### src/rtl/alu_pkg.sv
// Shared types and opcode constants for the pipelined ALU (alu_pipe).
// Control word layout is {zx, nx, zy, ny, f, no} with zx in the MSB.
package alu_pkg;

    typedef struct packed {
        logic zx;
        logic nx;
        logic zy;
        logic ny;
        logic f;
        logic no;
    } alu_ctrl_t;

    localparam logic [5:0] ALU_ZERO = 6'b101010;
    localparam logic [5:0] ALU_ONE  = 6'b111111;
    localparam logic [5:0] ALU_NEG1 = 6'b111010;
    localparam logic [5:0] ALU_X    = 6'b001100;
    localparam logic [5:0] ALU_Y    = 6'b110000;
    localparam logic [5:0] ALU_NOTX = 6'b001101;
    localparam logic [5:0] ALU_NEGX = 6'b001111;
    localparam logic [5:0] ALU_XP1  = 6'b011111;
    localparam logic [5:0] ALU_ADD  = 6'b000010;
    localparam logic [5:0] ALU_SUB  = 6'b010011;
    localparam logic [5:0] ALU_RSUB = 6'b000111;
    localparam logic [5:0] ALU_AND  = 6'b000000;
    localparam logic [5:0] ALU_OR   = 6'b010101;

endpackage

### src/rtl/alu_precond.sv
// Operand conditioning for one ALU input: optional zeroing, then optional
// bitwise inversion of the (possibly zeroed) value.
module alu_precond #(
    parameter int WIDTH = 16
) (
    input  logic             i_zero,
    input  logic             i_neg,
    input  logic [WIDTH-1:0] i_data,
    output logic [WIDTH-1:0] o_data
);

    logic [WIDTH-1:0] w_zeroed;

    assign w_zeroed = i_zero ? '0 : i_data;
    assign o_data   = i_neg ? ~w_zeroed : w_zeroed;

endmodule

### src/rtl/alu_pipe.sv
// Two-stage pipelined ALU with valid/ready on both sides, zr/ng flags and tag.
// Define ALU_PIPE_ARITH_FLAGS_EN to add the out_carry/out_ovf outputs.
module alu_pipe
    import alu_pkg::*;
#(
    parameter int WIDTH = 16,
    parameter int TAG_W = 4
) (
    input  logic             clk,
    input  logic             rst,
    input  logic             in_valid,
    output logic             in_ready,
    input  logic [WIDTH-1:0] in_x,
    input  logic [WIDTH-1:0] in_y,
    input  logic [5:0]       in_ctrl,
    input  logic [TAG_W-1:0] in_tag,
    output logic             out_valid,
    input  logic             out_ready,
    output logic [WIDTH-1:0] out_data,
    output logic [TAG_W-1:0] out_tag,
    output logic             out_zr,
`ifdef ALU_PIPE_ARITH_FLAGS_EN
    output logic             out_carry,
    output logic             out_ovf,
`endif
    output logic             out_ng
);

    // Handshake: a stage transfers on a cycle where its valid and ready are
    // both 1. S1 may accept whenever it is empty or is emptying into S2 this
    // cycle, so in_ready never looks at in_valid and full throughput holds.

    alu_ctrl_t        w_ctrl;
    logic [WIDTH-1:0] w_x1;
    logic [WIDTH-1:0] w_y1;
    logic             w_in_fire;
    logic             w_s2_adv;
    logic [WIDTH-1:0] w_sum_lo;
    logic [WIDTH-1:0] w_r;
    logic [WIDTH-1:0] w_res;
    logic             w_zr;
    logic             w_ng;

    logic             r_s1_valid;
    logic [WIDTH-1:0] r_s1_x;
    logic [WIDTH-1:0] r_s1_y;
    logic             r_s1_f;
    logic             r_s1_no;
    logic [TAG_W-1:0] r_s1_tag;

    logic             r_s2_valid;
    logic [WIDTH-1:0] r_s2_data;
    logic [TAG_W-1:0] r_s2_tag;
    logic             r_s2_zr;
    logic             r_s2_ng;

    assign w_ctrl = alu_ctrl_t'(in_ctrl);

    alu_precond #(.WIDTH(WIDTH)) u_pre_x (
        .i_zero (w_ctrl.zx),
        .i_neg  (w_ctrl.nx),
        .i_data (in_x),
        .o_data (w_x1)
    );

    alu_precond #(.WIDTH(WIDTH)) u_pre_y (
        .i_zero (w_ctrl.zy),
        .i_neg  (w_ctrl.ny),
        .i_data (in_y),
        .o_data (w_y1)
    );

    assign w_s2_adv  = r_s1_valid && (!r_s2_valid || out_ready);
    assign in_ready  = !r_s1_valid || w_s2_adv;
    assign w_in_fire = in_valid && in_ready;

    always_ff @(posedge clk or posedge rst) begin
        if (rst) begin
            r_s1_valid <= 1'b0;
            r_s1_x     <= '0;
            r_s1_y     <= '0;
            r_s1_f     <= 1'b0;
            r_s1_no    <= 1'b0;
            r_s1_tag   <= '0;
        end else begin
            if (w_in_fire) begin
                r_s1_valid <= 1'b1;
                r_s1_x     <= w_x1;
                r_s1_y     <= w_y1;
                r_s1_f     <= w_ctrl.f;
                r_s1_no    <= w_ctrl.no;
                r_s1_tag   <= in_tag;
            end else if (w_s2_adv) begin
                r_s1_valid <= 1'b0;
            end
        end
    end

`ifdef ALU_PIPE_ARITH_FLAGS_EN
    logic [WIDTH:0] w_sum;
    logic           w_carry;
    logic           w_ovf;
    logic           r_s2_carry;
    logic           r_s2_ovf;

    assign w_sum    = {1'b0, r_s1_x} + {1'b0, r_s1_y};
    assign w_sum_lo = w_sum[WIDTH-1:0];
    // Flags describe the raw sum, before the output inversion; AND ops report 0.
    assign w_carry  = r_s1_f && w_sum[WIDTH];
    assign w_ovf    = r_s1_f && (r_s1_x[WIDTH-1] == r_s1_y[WIDTH-1])
                             && (w_sum[WIDTH-1] != r_s1_x[WIDTH-1]);

    always_ff @(posedge clk or posedge rst) begin
        if (rst) begin
            r_s2_carry <= 1'b0;
            r_s2_ovf   <= 1'b0;
        end else if (w_s2_adv) begin
            r_s2_carry <= w_carry;
            r_s2_ovf   <= w_ovf;
        end
    end

    assign out_carry = r_s2_carry;
    assign out_ovf   = r_s2_ovf;
`else
    assign w_sum_lo = r_s1_x + r_s1_y;
`endif

    assign w_r   = r_s1_f ? w_sum_lo : (r_s1_x & r_s1_y);
    assign w_res = r_s1_no ? ~w_r : w_r;
    assign w_zr  = (w_res == '0);
    assign w_ng  = w_res[WIDTH-1];

    always_ff @(posedge clk or posedge rst) begin
        if (rst) begin
            r_s2_valid <= 1'b0;
            r_s2_data  <= '0;
            r_s2_tag   <= '0;
            r_s2_zr    <= 1'b0;
            r_s2_ng    <= 1'b0;
        end else begin
            if (w_s2_adv) begin
                r_s2_valid <= 1'b1;
                r_s2_data  <= w_res;
                r_s2_tag   <= r_s1_tag;
                r_s2_zr    <= w_zr;
                r_s2_ng    <= w_ng;
            end else if (out_ready) begin
                r_s2_valid <= 1'b0;
            end
        end
    end

    assign out_valid = r_s2_valid;
    assign out_data  = r_s2_data;
    assign out_tag   = r_s2_tag;
    assign out_zr    = r_s2_zr;
    assign out_ng    = r_s2_ng;

endmodule

### config.mk
export PLATFORM = sky130hd
export DESIGN_NAME = alu_pipe
export DESIGN_NICKNAME = d
export VERILOG_FILES = /design/src/rtl/alu_pkg.sv /design/src/rtl/alu_precond.sv /design/src/rtl/alu_pipe.sv
export SDC_FILE = /design/constraint.sdc
export NUM_CORES = 1
export LEC_CHECK = 0
export ABC_AREA = 1
export BUFFER_PORTS_ARGS = -buffer_cell sky130_fd_sc_hd__buf_2
export CELL_PAD_IN_SITES_DETAIL_PLACEMENT = 0
export CELL_PAD_IN_SITES_GLOBAL_PLACEMENT = 2
export CORE_MARGIN = 4
export CORE_UTILIZATION = 33
export DETAILED_ROUTE_END_ITERATION = 10
export PLACE_DENSITY_LB_ADDON = 0.25
export RECOVER_POWER = 25
export SYNTH_ARGS = -nofsm -noshare
export SYNTH_HDL_FRONTEND = slang
export SYNTH_HIERARCHICAL = 1
export SYNTH_SLANG_ARGS = --single-unit
### constraint.sdc
create_clock -name clk -period 2.7 [get_ports clk]
set_input_delay 0.135 -clock clk [delete_from_list [all_inputs] [get_ports clk]]
set_output_delay 0.135 -clock clk [all_outputs]
set_load 0.01 [all_outputs]
### After elaboration in Yosys (flattened, before gate mapping)

Index checks and enable logic that the tools add are counted.

| operators by class | value |
|---|---|
| add/subtract/negate cells | 1 |
| muxes and demuxes | 10 |
| bitwise gates (word level) | 4 |
| reductions and logical operators | 9 |

Operators by type and width:

| kind | count |
|---|---|
| $mux 16 | 6 |
| $not 16->16 | 3 |
| $add 16x16->16 | 1 |
| $and 16x16->16 | 1 |
| $logic_not 16->1 | 1 |
| $mux 1 | 4 |
| $reduce_bool 2->1 | 2 |
| $logic_and 1x1->1 | 2 |
| $logic_not 1->1 | 2 |
| $logic_or 1x1->1 | 2 |

| word-level totals | value |
|---|---|
| register bits after elaboration | 62 |
| bits of input ports | 46 |
| word-level logic and storage cells | 35 |

### Depth between registers and ports, before layout

Gate-level depths: netlist of the first run.

| depth | value |
|---|---|
| depth in word-level cells | 6 |
| gate-level depth with buffers | 16 |
| depth with buffers taken out | 16 |

### Hierarchy

The synthesis of the first run kept the hierarchy.

Modules (own cells, without submodules):

| module | instances | cells each | area each (sq um) | sequential area each (sq um) |
|---|---|---|---|---|
| alu_pipe | 1 | 490 | 3828.7 | 1526.5 |
| alu_precond | 2 | 72 | 399.1 | 0.0 |

### Worst setup path before layout of the first run

Ideal clock, no wire load.

| timing path | value |
|---|---|
| path type | flip-flop to flip-flop |
| start point | register r_s1_x[0] |
| end point | register r_s2_zr (netlist: out_zr) |
| data arrival time | 1926 ps |
| data required time | 2634 ps |
| path slack | 708 ps |
| stages on the path, launching flop included | 15 |
| path through | dfrtp_1 -> ha_1 -> fa_1 -> nand3_1 -> nand3_1 -> xor2_1 -> nand2_1 -> nand2_1 -> nand2_1 -> nand2_1 -> nor2_1 -> nand3_1 -> nor2_1 -> nand3_1 -> nand2_1 |

| between the ends | value |
|---|---|
| longest elaborated chain between the ends | 5 |

Ends and longest elaborated chain:

| element | RTL line | RTL |
|---|---|---|
| start, declared | alu_pipe.sv:45 | `logic [WIDTH-1:0] r_s1_x;` |
| start signal, assigned | alu_pipe.sv:88 | `r_s1_x <= w_x1;` |
| $add 16x16->16 / $and 16x16->16 (equally long branches) | alu_pipe.sv:126, alu_pipe.sv:129 |  |
| $mux 16 (*) | alu_pipe.sv:129 | `assign w_r = r_s1_f ? w_sum_lo : (r_s1_x & r_s1_y);` |
| $not 16->16 | alu_pipe.sv:130 | `assign w_res = r_s1_no ? ~w_r : w_r;` |
| $mux 16 (*) | alu_pipe.sv:130 |  |
| $logic_not 16->1 (*) | alu_pipe.sv:131 | `assign w_zr = (w_res == '0);` |
| end signal, assigned | alu_pipe.sv:146 | `r_s2_zr <= w_zr;` |
| end, declared | alu_pipe.sv:54 | `logic r_s2_zr;` |

Mark *: on every way between the ends. The rest lies on a longest branch, timed or not.
A chain may end at the register's enable or synchronous reset.

### Final worst setup path of the first run

Same ends and word-level chain as after synthesis.

==> impl_results.md, run 1 <==
- Outcome: completed
- DP Wirelength: 9480 um
- Full die area: 0.0160 mm2
- Total gr overflow: 0
- CP arrival: 2560 ps
- P&R area growth vs syn: 13.7%
- Power Density: 811 mW/mm2
- Via/cell ratio: 4.67
- Largest net degree at the start of global routing: 62
- Clk sinks: 61
- Critical R2R Capture: out_zr
- Clock slew at reported path FFs: 60 ps
- CP endpoint kind: flip-flop
- Critical path class: flip-flop to flip-flop
- Placeable Area: 0.0138 mm2
- Vias in the first global route: 3905
- Post-synthesis cell count: 634
- Req. time, crit path: 2970 ps
- Max-Cap Viols: 0
- Synth Area per Inst: 7.30 um2
- Tightest Hold Check Type: input pin to flip-flop
- Hold Path Depth: 2
- CTS Buffer Depth: 2
- Final nets: 756
- Post-CTS setup buffer count: 0
- Worst Reg-to-Reg Cells: 14
- Max IR drop VDD: 0.311 mV
- Die Y: 126 um
- Wire length per cell: 13.7 um
- Synth cell types: 33
- Final min period: 2290 ps
- # rows: 43
- Final Hold Fails: 0
- Cts repair resizes: 0
- Final setup margin: 413 ps
- Commonest non-fill, non-tap cells in the layout: nand2_1 (270), nand3_1 (75), buf_2 (69)
- Placed Instances: 861
- ANT nets after route: 0
- Share of layout cells above drive strength 1: 23.6%
- Hold Crit Start: in_tag[2]
- Synth top area share: 33.0%
- Initial DRC Count: 191
- First-pass GRT wire length: 19700 um
- Hold Path Sink: r_s1_tag[2]
- Antenna violations before repair: 0
- Reg-to-reg critical path startpoint: r_s1_x[0]
- Final WL: 12000 um
- Worst slew margin: 1.64%
- Place WS: 429 ps
- Worst Tran Pin Value: 1480 ps
- Synth warn: 6
- Vias: 4099
- RSZ-0062 raised after global routing: no
- Final setup violation count: 0
- Area leader, netlist: dfrtp_1
- # DRC: 0
- Setup TNS: 0 ps
- H-Tree Level Count: 3
- Latest clock arrival within the worst-skew pair: 330 ps
- Number of port buffers: 69
- GP Congestion: 0.835
- Final Max Tran Viols: 0
- Final period util: 84.7%
- # diodes: 0
- Mapped Area: 0.00463 mm2
- GRT Overall Usage: 15.3%
- Total power: 4.27 mW
- Post-synthesis register bit count: 61
- TritonCTS clock tree: yes
- CTS buffer count: 9
- Initial core utilization: 33.5%
- Sequential area share after synthesis: 33.0%
- First drt pass iteration count: 4
- Ranking of synthesized cells by area: dfrtp_1 (33%), nand2_1 (22%), mux2_2 (8.8%)
- Reg2reg setup slack: 410 ps
- Worst Path Max Fanout: 5
- CP startpoint kind: flip-flop
- Top Ports: 70
- Leakage: 2.81 nW
- Clock root buffer: clkbuf_16
- Clock Skew: 4.56 ps
- Commonest non-fill, non-tap cell in the layout: nand2_1
- Fmax: 437 MHz
- Net Count, Synth: 697
- Post-Layout Cell Count: 878
- Die span in x: 126 um
state kept, by name, summed over array words and instances, names as in the netlist:
name        cells
r_s1_f          1
r_s1_no         1
out_valid       1
out_tag         4
r_s1_x         16
r_s1_y         16
r_s1_valid      1
out_zr          1
r_s1_tag        4
out_data       16
timing repair:
item                       in CTS  in global routing
hold buffers                    1                  0
setup endpoints to repair       0                  0
hold endpoints to repair       61                  0
final cells by class:
type                    count  area, um2
multi-input cells         491       2610
flip-flops and latches     61       1530
clock inverters             6       38.8
fillers                  1476       8570
inverters                  54        223
well taps                 180        225
repair buffers             76        398
clock buffers              10        239
worst max path at each step:
stage / startpoint / cells past startpoint / end / slack [ps]
CTS: r_s1_x[0] / 14 / out_zr / 420
detailed placement: r_s1_x[0] / 14 / out_zr / 430
global route: r_s1_x[0] / 15 / out_zr / 220
floorplan: r_s1_x[0] / 14 / out_zr / 710
finish: r_s1_x[0] / 14 / out_zr / 410
global placement: r_s1_x[0] / 14 / out_zr / 440
cell usage after synthesis, drive strengths merged:
| master | count |
|---|---|
| mux2 | 36 |
| buf | 18 |
| dfrtp | 61 |
| o211ai | 1 |
| nand3 | 97 |
| o21ai | 13 |
| nand4 | 5 |
| nand2 | 274 |
| nor2 | 24 |
| inv | 52 |
| nor3 | 1 |
| and2 | 2 |
| or2 | 3 |
| fa | 1 |
| o22ai | 1 |
| a31oi | 3 |
| a21oi | 10 |
| nand3b | 1 |
| xor2 | 3 |
| ha | 16 |
| clkbuf | 10 |
| clkinv | 2 |
power by group:
part,leakage (nW),internal (mW),switching (mW)
Clock,0.134,0.641,0.419
Combinational,1.95,0.715,1.18
Sequential,0.725,1.16,0.154
Total,2.81,2.52,1.75
critical path, stage by stage, from the launching register on:
cell and delay (ps):
dfrtp_1 370, ha_1 270, fa_1 450, nand3_1 120
nand3_1 150, xor2_1 180, nand2_1 80, nand2_1 50
nand2_1 70, nand2_1 50, nor2_1 120, nand3_1 80
nor2_1 90, nand3_1 80, nand2_1 50
per-stage QoR:
stage,utilization (%),cell area [um2],hold slack (ps)
floorplan,-,4630,286
global placement,36.1,4990,217
detailed placement,36.1,4990,222
CTS,38.2,5280,22.1
global route,38.1,5260,36.9
finish,38.1,5260,34.5
layer usage:
metal / share of wire (%) / GRT usage (%) / vias to the layer above
met4: 1.7 / 5.68 / 0
li1: - / - / 2159
met1: 49 / 20.8 / 1865
met5: 0 / 0 / -
met2: 46 / 24.7 / 63
met3: 3.3 / 2.44 / 12
kinds of logic after synthesis:
group	after synthesis	synth area share, %
muxes	36	8.76
xor gates and xnor gates	3	0.568
and+or+nand+nor	407	39.2
DFF	61	33.0
AOI/OAI and AO/OA	28	3.19
buffers and inverters	82	10.6
adders and majority gates	17	4.76
No activity file was read; power rests on OpenSTA's default activity.
==> run 2, diff against run 1 <==
--- a/config.mk
+++ b/config.mk
@@ -10,7 +10,7 @@
 export CELL_PAD_IN_SITES_DETAIL_PLACEMENT = 0
 export CELL_PAD_IN_SITES_GLOBAL_PLACEMENT = 2
 export CORE_MARGIN = 4
-export CORE_UTILIZATION = 33
+export CORE_UTILIZATION = 30
 export DETAILED_ROUTE_END_ITERATION = 10
 export PLACE_DENSITY_LB_ADDON = 0.25
 export RECOVER_POWER = 25
==> constraint.sdc (replaced) <==
create_clock -name clk -period 2 [get_ports clk]
set_input_delay 0.1 -clock clk [delete_from_list [all_inputs] [get_ports clk]]
set_output_delay 0.1 -clock clk [all_outputs]
set_load 0.01 [all_outputs]
==> run 2 against run 1 <==
The run now ends with negative setup slack left; setup slack worse by 450 ps; global-route usage is 0.37 points lower; utilization is 2.4 points higher; highest routed layer unchanged; critical path depth stayed put.
==> impl_results.md, run 2 (synthesized netlist as in run 1, its figures left out) <==
- Largest net degree at the start of global routing: 42
- TritonCTS clock tree: yes
- CP startpoint: r_s1_x[0]
- First drt pass iteration count: 4
- Clk sinks: 61
- RSZ-0062 raised after global routing: yes
- P&R area growth vs syn: 32.4%
- First-pass GRT wire length: 21200 um
- Share of layout cells above drive strength 1: 35.7%
- Power Density: 1130 mW/mm2
- Failing checks: negative setup slack
- Initial core utilization: 30.5%
- Outcome: complete, but fails checks
- DP Wirelength: 10000 um
- Final min period: 2040 ps
- GRT Overall Usage: 15.0%
- CTS buffer count: 9
- Top Ports: 70
- CP endpoint kind: flip-flop
- Full die area: 0.0175 mm2
- CTS Buffer Depth: 2
- Die span in x: 132 um
- Setup TNS: -38.4 ps
- Clock slew at reported path FFs: 60 ps
- Critical R2R Capture: out_zr
- # DRC: 0
- H-Tree Level Count: 3
- Max IR drop VDD: 0.491 mV
- CP arrival: 2310 ps
- Commonest non-fill, non-tap cell in the layout: nand2_1
- Total power: 6.95 mW
- CP endpoint: out_zr
- Clock Skew: 8.40 ps
- Tightest Hold Check Type: input pin to flip-flop
- Via/cell ratio: 4.54
- Max-Cap Viols: 0
- Placeable Area: 0.0151 mm2
- Wire length per cell: 13.5 um
- Filler cell count: 1557
- Reg2reg setup slack: -40 ps
- Final period util: 102%
- Total gr overflow: 0
- Final Max Tran Viols: 0
- Final setup margin: -38.4 ps
- Place WS: -214 ps
- Worst slew margin: 24.1%
- Reg-to-reg critical path startpoint: r_s1_x[0]
- Vias in the first global route: 4254
- Final setup violation count: 1
- # diodes: 0
- GP Congestion: 0.810
- Worst Reg-to-Reg Cells: 14
- Critical path class: flip-flop to flip-flop
- Latest clock arrival within the worst-skew pair: 330 ps
- Commonest non-fill, non-tap cells in the layout: nand2_1 (248), nand3_1 (70), buf_2 (64)
- Fmax: 491 MHz
- Clock root buffer: clkbuf_16
- Final nets: 815
- Final WL: 12800 um
- Worst Tran Pin Value: 1140 ps
- Antenna violations before repair: 0
- Die Y: 132 um
- CP startpoint kind: flip-flop
- Req. time, crit path: 2270 ps
- Register Area: 0.00153 mm2
- Number of port buffers: 69
- Final Hold Fails: 0
- Initial DRC Count: 233
- ANT nets after route: 0
- Leakage: 3.12 nW
- Vias: 4290
- Worst Path Max Fanout: 4
- Final Util: 40.5%
- Multi-input gate area: 0.00293 mm2
- # rows: 45
run 2: how the worst min path moves through the flow:
stage / startpoint / to / depth (start not counted) / slack [ps]
floorplan: in_tag[3] / r_s1_tag[3] / 1 / 250
global placement: rst / r_s1_tag[3] / 2 / 210
detailed placement: rst / r_s1_tag[2] / 2 / 230
CTS: in_tag[0] / r_s1_tag[0] / 2 / 4
global route: in_ctrl[1] / r_s1_f / 3 / 50
finish: out_ready / out_valid / 4 / 40
run 2: area by class of cell:
type | instances | area share (%)
flip-flops and latches | 61 | 25.0
repair buffers | 135 | 14.4
inverters | 54 | 3.63
clock inverters | 3 | 1.12
clock buffers | 12 | 4.19
well taps | 188 | 3.84
multi-input cells | 491 | 47.8
run 2: critical path, cell delays in order, from the launching register on:
cell,delay (ps)
dfrtp_1,380
ha_2,200
fa_2,390
nand3_2,110
nand3_4,80
xor2_1,150
nand2_1,70
nand2_1,50
nand2_1,70
nand2_1,60
nor2_1,100
nand3_1,70
nor2_1,120
nand3_1,90
nand2_1,60
run 2: repair_timing:
| action | in CTS | in global routing |
|---|---|---|
| pin swaps | 9 | 14 |
| resized for setup | 33 | 30 |
| setup endpoints to repair | 11 | 12 |
| hold buffers | 4 | 1 |
| buffers inserted | 3 | 7 |
| gates cloned | 0 | 0 |
| hold endpoints to repair | 31 | 1 |
run 2: where the power goes:
part	total (mW)	internal (mW)	switching, mW	leakage (nW)
combinational	3.41	1.58	1.83	2.24
clock	1.72	1.15	0.563	0.159
sequential	1.82	1.57	0.257	0.722
run 2: through the flow:
| stage | instances | hold slack, ps | area [um2] |
|---|---|---|---|
| 6_report | 944 | 40.3 | 6130 |
| 5_1_grt | 944 | 45.6 | 6130 |
| 4_1_cts | 936 | 3.61 | 5950 |
| 3_5_place_dp | 914 | 231 | 5360 |
| 3_3_place_gp | 914 | 214 | 5360 |
| 2_1_floorplan | 634 | 251 | 4630 |
run 2: per-layer routing:
metal  part of all wire, %  global-route usage [%]  up-vias
met2                    45                    24.3       69
li1                      -                       -     2272
met4                   2.4                    5.43        0
met5                     0                       0        -
met1                    49                    19.7     1933
met3                   3.3                    3.05       16
==> run 3, diff against run 2 <==
--- a/config.mk
+++ b/config.mk
@@ -9,11 +9,13 @@
 export BUFFER_PORTS_ARGS = -buffer_cell sky130_fd_sc_hd__buf_2
 export CELL_PAD_IN_SITES_DETAIL_PLACEMENT = 0
 export CELL_PAD_IN_SITES_GLOBAL_PLACEMENT = 2
+export CORE_ASPECT_RATIO = 0.8
 export CORE_MARGIN = 4
 export CORE_UTILIZATION = 30
 export DETAILED_ROUTE_END_ITERATION = 10
 export PLACE_DENSITY_LB_ADDON = 0.25
 export RECOVER_POWER = 25
+export REMOVE_ABC_BUFFERS = 1
 export SYNTH_ARGS = -nofsm -noshare
 export SYNTH_HDL_FRONTEND = slang
 export SYNTH_HIERARCHICAL = 1
==> run 3 against run 2 <==
The run still ends with negative setup slack left; power down 0.87%; register-to-register slack worse by 150 ps; global-route usage up 0.061 points; clock power about the same; via count up 1.2%; die area about the same; combinational power about the same; setup slack worse by 150 ps; critical path depth down 2; sequential share of layout area up 0.077 points.
==> impl_results.md, run 3 (synthesized netlist as in run 1, its figures left out) <==
- ANT nets after route: 0
- Vias: 4343
- Critical R2R Capture: out_zr
- Reg-to-reg critical path startpoint: r_s1_y[0]
- Share of layout cells above drive strength 1: 34.9%
- Wire length per cell: 13.5 um
- Largest net degree at the start of global routing: 42
- Die Y: 119 um
- Full die area: 0.0175 mm2
- Outcome: complete, but fails checks
- Commonest non-fill, non-tap cells in the layout: nand2_1 (251), nand3_1 (62), buf_2 (62)
- Setup TNS: -254 ps
- Crit-path cells: ha_4, fa_2, nand2_2, nand2_1, o22ai_2, xor2_1, nand2_1, nor2_1, nand3_2, nor2_4, nand3_1, nand2_1
- Max IR drop VDD: 0.456 mV
- CTS Buffer Depth: 2
- Req. time, crit path: 2270 ps
- First drt pass iteration count: 4
- Post-Layout Cell Count: 957
- Die span in x: 147 um
- Worst slew margin: 26.8%
- Top Ports: 70
- Final Max Tran Viols: 0
- GP Congestion: 0.835
- Power Density: 1130 mW/mm2
- Clock root buffer: clkbuf_16
- TritonCTS clock tree: yes
- Clock Skew: 4.76 ps
- # rows: 40
- Flop pwr share: 26.2%
- CP endpoint kind: flip-flop
- H-Tree Level Count: 3
- CP arrival: 2450 ps
- Number of port buffers: 69
- Antenna violations before repair: 0
- P&R area growth vs syn: 31.7%
- Final nets: 805
- Placeable Area: 0.0151 mm2
- Worst Reg-to-Reg Cells: 12
- Final Hold Fails: 0
- First-pass GRT wire length: 21500 um
- Clock share of power: 24.5%
- Internal power: 4.25 mW
- DP Wirelength: 9920 um
- Final WL: 13000 um
- CP startpoint kind: flip-flop
- Final setup margin: -185 ps
- Placed Instances: 926
- Net Sw Frac: 38.3%
- CP max-delay cell: fa_2
- Most frequent cell on the critical path: nand2_1
- Clk sinks: 61
- Reg2reg setup slack: -180 ps
- Combinational power share: 49.3%
- RSZ-0062 raised after global routing: yes
- Hold Crit Start: in_tag[3]
- Worst Path Max Fanout: 4
- CTS buffer count: 9
- Switching pwr: 2.64 mW
- Initial core utilization: 30.7%
- Fmax: 458 MHz
- Final instance area: 0.00609 mm2
- Worst path max stage delay: 420 ps
- Max-Cap Viols: 0
- Final min period: 2180 ps
- Commonest non-fill, non-tap cell in the layout: nand2_1
- Clock slew at reported path FFs: 50 ps
- # diodes: 0
- Final setup violation count: 3
- Leakage: 3.10 nW
- Critical path class: flip-flop to flip-flop
- Total power: 6.89 mW
- Hold Path Sink: r_s1_tag[3]
- Tightest Hold Check Type: input pin to flip-flop
- # DRC: 0
- Hold Path Depth: 2
- Via/cell ratio: 4.54
- GRT Overall Usage: 15.0%
- Vias in the first global route: 4406
- Initial DRC Count: 145
- Area after DPL: 0.00530 mm2
- Total gr overflow: 0
- Final period util: 109%
- Latest clock arrival within the worst-skew pair: 330 ps
- Worst Tran Pin Value: 1100 ps
- Failing checks: negative setup slack
## run 3: changes by cell type in the layout (fill, tap and decap cells not counted), moves of 3 or more
cell	previous run	this run
nand2_2	25	21
dfrtp_1	58	61
nand3_2	25	34
buf_4	58	51
a21oi_2	5	2
o21ai_0	13	8
o21ai_1	0	5
dfrtp_2	3	0
nand2_1	248	251
nand3_1	70	62
## run 3: worst max-delay path, delay by kind of cell, from the launching register on
kind,cells,cell delay (ps)
fa+ha+maj,2,600
flops,1,400
simple gates,8,790
compound gates,1,120
xor+xnor,1,210
## run 3: per-stage QoR
stage	hold WS (ps)	setup slack [ps]	util, %
2_1_floorplan	251	-59.9	-
3_3_place_gp	204	-216	35.2
3_5_place_dp	214	-245	35.2
4_1_cts	2.50	-87.4	39.0
5_1_grt	8.42	-334	40.4
6_report	7.15	-185	40.4
## run 3: layout make-up
type	instances	area (um2)
fill	1597	8970
multi-input combinational	491	2970
sequential	61	1530
timing repair buffer	125	790
tap	210	263
clock buffer	12	256
inverter	54	223
clock inverter	4	70.1
## run 3: worst max-delay path by stage
| stage | from | to | depth (start not counted) |
|---|---|---|---|
| floorplan | r_s1_f | out_zr | 10 |
| global placement | r_s1_x[0] | out_zr | 14 |
| detailed placement | r_s1_x[0] | out_zr | 14 |
| CTS | r_s1_y[0] | out_zr | 14 |
| global route | r_s1_x[0] | out_zr | 11 |
| finish | r_s1_y[0] | out_zr | 12 |
## run 3: repair_timing
action | in CTS | in global routing
pin swaps | 6 | 11
hold buffers | 3 | 0
endpoints found under the hold margin | 28 | 0
buffers inserted | 7 | 6
resized for setup | 28 | 47
setup endpoints to repair | 12 | 14
## run 3: power by group through the flow
stage                     clock (mW)  combinational (mW)  sequential (mW)
after detailed placement           0                2.92             1.79
final                           1.69                3.40             1.80
after floorplan                    0                1.67             1.86
after global placement             0                2.89             1.77
after global routing            1.79                3.84             1.85
after CTS                       1.72                3.15             1.79
## run 3: metal layers
metal	up-vias	track usage (%)	share of wire (%)
met5	-	0	0
met4	0	3.64	1.1
met3	13	2.70	3.1
met2	64	24.3	47
met1	2012	20.8	49
li1	2254	-	-
